File: src/rtl/shift_seq_pkg.sv
// Shared types and default sizes for the shift_seq command sequencer.
// Optional shadow checker is enabled with SHIFT_SEQ_CHECK_EN.
package shift_seq_pkg;

    localparam int unsigned DefWidth = 4;
    localparam int unsigned DefCntW  = 3;

    typedef enum logic [1:0] {
        OpNop  = 2'b00,
        OpLoad = 2'b01,
        OpShr  = 2'b10,
        OpShl  = 2'b11
    } op_e;

    typedef enum logic [1:0] {
        StIdle,
        StLoad,
        StShift,
        StDone
    } state_e;

endpackage

File: src/rtl/shift_seq_shadow.sv
// Shadow copy of the downstream loop shift register; flags any divergence of q
// once the shadow has been loaded. Used only when SHIFT_SEQ_CHECK_EN is defined.
module shift_seq_shadow
    import shift_seq_pkg::*;
#(
    parameter int unsigned WIDTH = DefWidth
) (
    input  logic             i_clk,
    input  logic             i_rst_n,
    input  logic             i_ld,
    input  logic             i_s_cnt,
    input  logic             i_sr,
    input  logic             i_sl,
    input  logic [WIDTH-1:0] i_d_in,
    input  logic [WIDTH-1:0] i_q,
    output logic             o_err
);

    logic [WIDTH-1:0] r_shadow;
    logic             r_valid;
    logic             r_err;

    // Updates on the same edge as the real register, so both stay aligned.
    always_ff @(posedge i_clk or negedge i_rst_n) begin
        if (!i_rst_n) begin
            r_shadow <= '0;
            r_valid  <= 1'b0;
            r_err    <= 1'b0;
        end else begin
            if (i_ld) begin
                r_shadow <= i_d_in;
                r_valid  <= 1'b1;
            end else if (i_s_cnt && i_sr) begin
                r_shadow <= {r_shadow[0], r_shadow[WIDTH-1:1]};
            end else if (i_s_cnt && i_sl) begin
                r_shadow <= {r_shadow[WIDTH-2:0], r_shadow[WIDTH-1]};
            end
            if (r_valid && (i_q != r_shadow)) begin
                r_err <= 1'b1;
            end
        end
    end

    assign o_err = r_err;

endmodule

File: src/rtl/shift_seq.sv
// Command sequencer driving a loop shift register's ld/s_cnt/sr/sl lines.
// Define SHIFT_SEQ_CHECK_EN to add the shadow-register divergence checker.
module shift_seq
    import shift_seq_pkg::*;
#(
    parameter int unsigned WIDTH = DefWidth,
    parameter int unsigned CNT_W = DefCntW
) (
    input  logic             i_clk,
    input  logic             i_rst_n,
    input  logic             i_cmd_valid,
    output logic             o_cmd_ready,
    input  logic [1:0]       i_cmd_op,
    input  logic [WIDTH-1:0] i_cmd_data,
    input  logic [CNT_W-1:0] i_cmd_cnt,
    input  logic [WIDTH-1:0] i_q,
    output logic [WIDTH-1:0] o_d_in,
    output logic             o_ld,
    output logic             o_s_cnt,
    output logic             o_sr,
    output logic             o_sl,
    output logic             o_busy,
    output logic             o_done,
    output logic             o_err
);

    state_e           r_state;
    logic             r_ready;
    logic [CNT_W-1:0] r_cnt;
    logic [WIDTH-1:0] r_d_in;
    logic             r_ld;
    logic             r_s_cnt;
    logic             r_sr;
    logic             r_sl;
    logic             r_done;

    always_ff @(posedge i_clk or negedge i_rst_n) begin
        if (!i_rst_n) begin
            r_state <= StIdle;
            r_ready <= 1'b0;
            r_cnt   <= '0;
            r_d_in  <= '0;
            r_ld    <= 1'b0;
            r_s_cnt <= 1'b0;
            r_sr    <= 1'b0;
            r_sl    <= 1'b0;
            r_done  <= 1'b0;
        end else begin
            r_ld    <= 1'b0;
            r_s_cnt <= 1'b0;
            r_sr    <= 1'b0;
            r_sl    <= 1'b0;
            r_done  <= 1'b0;
            unique case (r_state)
                StIdle: begin
                    // Ready rises one cycle after reset release or after DONE.
                    r_ready <= 1'b1;
                    if (i_cmd_valid && r_ready) begin
                        r_ready <= 1'b0;
                        unique case (op_e'(i_cmd_op))
                            OpLoad: begin
                                r_d_in  <= i_cmd_data;
                                r_ld    <= 1'b1;
                                r_state <= StLoad;
                            end
                            OpShr, OpShl: begin
                                if (i_cmd_cnt != '0) begin
                                    r_cnt   <= i_cmd_cnt;
                                    r_s_cnt <= 1'b1;
                                    r_sr    <= (op_e'(i_cmd_op) == OpShr);
                                    r_sl    <= (op_e'(i_cmd_op) == OpShl);
                                    r_state <= StShift;
                                end else begin
                                    r_done  <= 1'b1;
                                    r_state <= StDone;
                                end
                            end
                            OpNop: begin
                                r_done  <= 1'b1;
                                r_state <= StDone;
                            end
                        endcase
                    end
                end
                StLoad: begin
                    r_done  <= 1'b1;
                    r_state <= StDone;
                end
                StShift: begin
                    if (r_cnt == CNT_W'(1)) begin
                        r_done  <= 1'b1;
                        r_state <= StDone;
                    end else begin
                        r_cnt   <= r_cnt - CNT_W'(1);
                        r_s_cnt <= 1'b1;
                        r_sr    <= r_sr;
                        r_sl    <= r_sl;
                    end
                end
                StDone: begin
                    r_ready <= 1'b1;
                    r_state <= StIdle;
                end
            endcase
        end
    end

    assign o_cmd_ready = r_ready;
    assign o_d_in      = r_d_in;
    assign o_ld        = r_ld;
    assign o_s_cnt     = r_s_cnt;
    assign o_sr        = r_sr;
    assign o_sl        = r_sl;
    assign o_done      = r_done;
    assign o_busy      = (r_state != StIdle);

`ifdef SHIFT_SEQ_CHECK_EN
    shift_seq_shadow #(
        .WIDTH (WIDTH)
    ) u_shadow (
        .i_clk   (i_clk),
        .i_rst_n (i_rst_n),
        .i_ld    (r_ld),
        .i_s_cnt (r_s_cnt),
        .i_sr    (r_sr),
        .i_sl    (r_sl),
        .i_d_in  (r_d_in),
        .i_q     (i_q),
        .o_err   (o_err)
    );
`else
    logic w_unused_q;
    assign w_unused_q = ^i_q;
    assign o_err      = 1'b0;
`endif

endmodule

File: config.mk
export PLATFORM = sky130hd
export DESIGN_NAME = shift_seq
export DESIGN_NICKNAME = d
export VERILOG_FILES = /design/src/rtl/shift_seq_pkg.sv /design/src/rtl/shift_seq_shadow.sv /design/src/rtl/shift_seq.sv
export SDC_FILE = /design/constraint.sdc
export NUM_CORES = 1
export LEC_CHECK = 0
export ABC_AREA = 1
export BUFFER_PORTS_ARGS = -buffer_cell sky130_fd_sc_hd__buf_2
export CAP_MARGIN = 20
export CORE_MARGIN = 3
export CORE_UTILIZATION = 43
export DETAILED_ROUTE_END_ITERATION = 7
export PLACE_DENSITY = 0.76
export SLEW_MARGIN = 20
export SYNTH_ARGS = -nofsm -noshare
export SYNTH_HDL_FRONTEND = slang
export SYNTH_SLANG_ARGS = --single-unit
File: constraint.sdc
create_clock -name i_clk -period 1.2 [get_ports i_clk]
set_input_delay 0.06 -clock i_clk [delete_from_list [all_inputs] [get_ports i_clk]]
set_output_delay 0.06 -clock i_clk [all_outputs]
set_load 0.02 [all_outputs]
==> metrics <==
row count 15; initial antenna violation count 0; most used cell, CP buf_6; power density over the cells ~2600 nW/um^2; DR WL/cell 10.7 um; Clock Path Buffers 2; Syn Inst Count roughly 100; Synth Register Bits 15; CTS Sinks 15; Initial Utilization 46.7%; first-pass GRT wire length between 3 and 4 mm; sequential fraction of the synthesis area a little under half; Area contributors post-synth dfrtp_1, nand2_1, ha_1, o21ai_0, inv_1; Final WS setup -0.107 ns; most common cell in the synthesized netlist nand2_1; Final Hold Viols 0; vias in the first global route 756; Critical Path Max Stage Delay ~0.4 ns; mapped cell area roughly 830 um^2; critical path class reg2out; GP Congestion ~0.85; syn avg cell area about 8 um^2; Syn. warnings 0; DR vias/cell about 4.8; failing checks negative setup slack; Pleak 0.000664 uW; CTS clk-pin slew, worst paths approximately 0.090 ns; post-route clock period utilization 109%; antenna fix cells 0; Final setup violation count 14; Routed Antenna Nets 0; final wirelength between 1.5 and 2 mm; Worst setup SP type flip-flop; TritonCTS clock tree built; Max FO, Critical Path 4; Achievable Freq ~770 MHz; Reg2Reg Depth 9; GR Overflow Total 0; GRT Total Usage 16.9%; largest net degree at the start of global routing 16; dpl hpwl about 1.4 mm; MaxCap Viol Count 0; ratio of cells with drive above 1 in the final layout a little under two fifths; DRT Pass-1 Iters 5; fin crit period approximately 1.3 ns; Die Area about 2500 um^2; top cell type's share of synthesized area 45.1%; list of most frequent post-synthesis cells nand2_1, dfrtp_1, inv_1; crit end category output port; DR iter-0 viols 18; CP max-delay cell dfrtp_1; fin. max-slew vios 0; RSZ-0062 raised after global routing true; CP Cell Sequence inv_2, ha_4, inv_6, buf_6, buf_6; clock skew 0.00116 ns; DRC 0; CTS HTree Levels 1; top_reg_cell synth dfrtp_1; worst min-delay path class in2reg; Die Ht around 50 um; core footprint about 1800 um^2; syn nets about 130; Finished Core Util between 60 and 70%; Critical Path AT 1.25 ns; total CTS buffers 3; Non-Filler Instances 171; Post-synth EDFFs 0; dpl cells between 150 and 200; IO Port Bufs 22; status complete, but fails checks; IO Pins 28; clock root cell clkbuf_4; Worst Hold Depth 3; Data required, critical path between 1 and 1.5 ns; unique cell type count in the Yosys netlist 17; final layout net count approximately 170; Skew-Pair Late Insertion Delay approximately 0.28 ns; Synth area leader dfrtp_1; Async SR Flop Fraction 100%; peak supply drop between 1.5 and 2 mV; via count 818; P&R area growth vs syn 43.5%; Die W ~50 um
==> cell families after synthesis <==
family	Yosys count	synth area share, %
other cells	1	0.451
simple gates	55	30.4
buf+inv	13	6.32
fa+ha+maj	6	9.02
compound gates	14	8.72
flops	15	45.1
==> power breakdown <==
group          leakage [uW]  switching [uW]  total (uW)  internal, uW
Sequential         0.000191             122         839           718
Clock             0.0000177             169         293           124
Combinational      0.000456            1100        1950           849
==> state kept, by name, summed over array words and instances (netlist names) <==
name / flops
o_done: 1
r_cnt: 3
o_cmd_ready: 1
o_s_cnt: 1
o_sr: 1
o_sl: 1
o_d_in: 4
o_ld: 1
r_state: 2
==> metal layers <==
| metal | global-route usage [%] | wire (um) | vias up |
|---|---|---|---|
| met5 | 0 | 0 | - |
| met4 | 9.22 | 54 | 0 |
| met3 | 3.02 | 105 | 7 |
| met2 | 25.0 | 871 | 28 |
| met1 | 23.0 | 793 | 368 |
| li1 | - | - | 415 |
==> layout make-up <==
| type | instances | area, um^2 |
|---|---|---|
| fill | 149 | 589 |
| clock buffer | 3 | 22.5 |
| sequential | 15 | 375 |
| tap | 25 | 31.3 |
| inverter | 12 | 52.6 |
| timing repair buffer | 39 | 260 |
| clock inverter | 1 | 5.00 |
| multi-input combinational | 76 | 447 |
==> placed cells by master, fill, tap and decap left out, drive strengths merged <==
| cell type | n |
|---|---|
| clkbuf | 3 |
| buf | 34 |
| nand3b | 1 |
| inv | 12 |
| conb | 1 |
| o21ai | 11 |
| nor2 | 8 |
| dlygate4sd3 | 5 |
| o21bai | 1 |
| clkinv | 1 |
| nand3 | 6 |
| dfrtp | 15 |
| nand2 | 40 |
| ha | 6 |
| a21oi | 2 |
==> critical path: cells and delay by family, from the launching register on <==
kind	cells	cell delay [ns]
flip-flops	1	0.41
adder cells (fa/ha/maj)	1	0.18
buffers and inverters	4	0.37
==> through the flow <==
stage	total power, uW	instance area (um^2)	setup TNS (ns)	hold slack (ns)	worst slack, ns
6_report	3080	1190	-0.688	0.0441	-0.107
5_1_grt	3380	1190	-1.76	0.0612	-0.189
2_1_floorplan	2040	867	-0.0691	-0.236	-0.0236
4_1_cts	3060	1170	-0.613	0.0422	-0.114
3_3_place_gp	2560	1060	-0.206	-0.0221	-0.0331
3_5_place_dp	2630	1060	-0.613	-0.0151	-0.109
==> path summary, 6_finish.rpt <==
path                                         from                    end  slack, ns
min in group asynchronous                 i_rst_n   r_cnt[0]$_DFFE_PN0P_       0.20
max reg2reg                r_state[0]$_DFFE_PN0P_   r_cnt[1]$_DFFE_PN0P_      -0.10
min                                   i_cmd_op[0]       o_sl$_DFFE_PN0P_       0.04
max in group asynchronous                 i_rst_n       o_sl$_DFFE_PN0P_       0.75
max                        r_state[0]$_DFFE_PN0P_                 o_busy      -0.11
min reg2reg                 o_d_in[1]$_DFFE_PN0P_  o_d_in[1]$_DFFE_PN0P_       0.50
==> timing repair <==
| action | 4_1_cts | 5_1_grt |
|---|---|---|
| hold buffers | 5 | 0 |
| endpoints found under the hold margin | 19 | 0 |
| endpoints found under the setup margin | 13 | 14 |
| gates resized for setup | 9 | 1 |
| setup buffers | 1 | 3 |
| pin swaps | 4 | 0 |
Note: power is estimated with default switching activity, not from simulation.
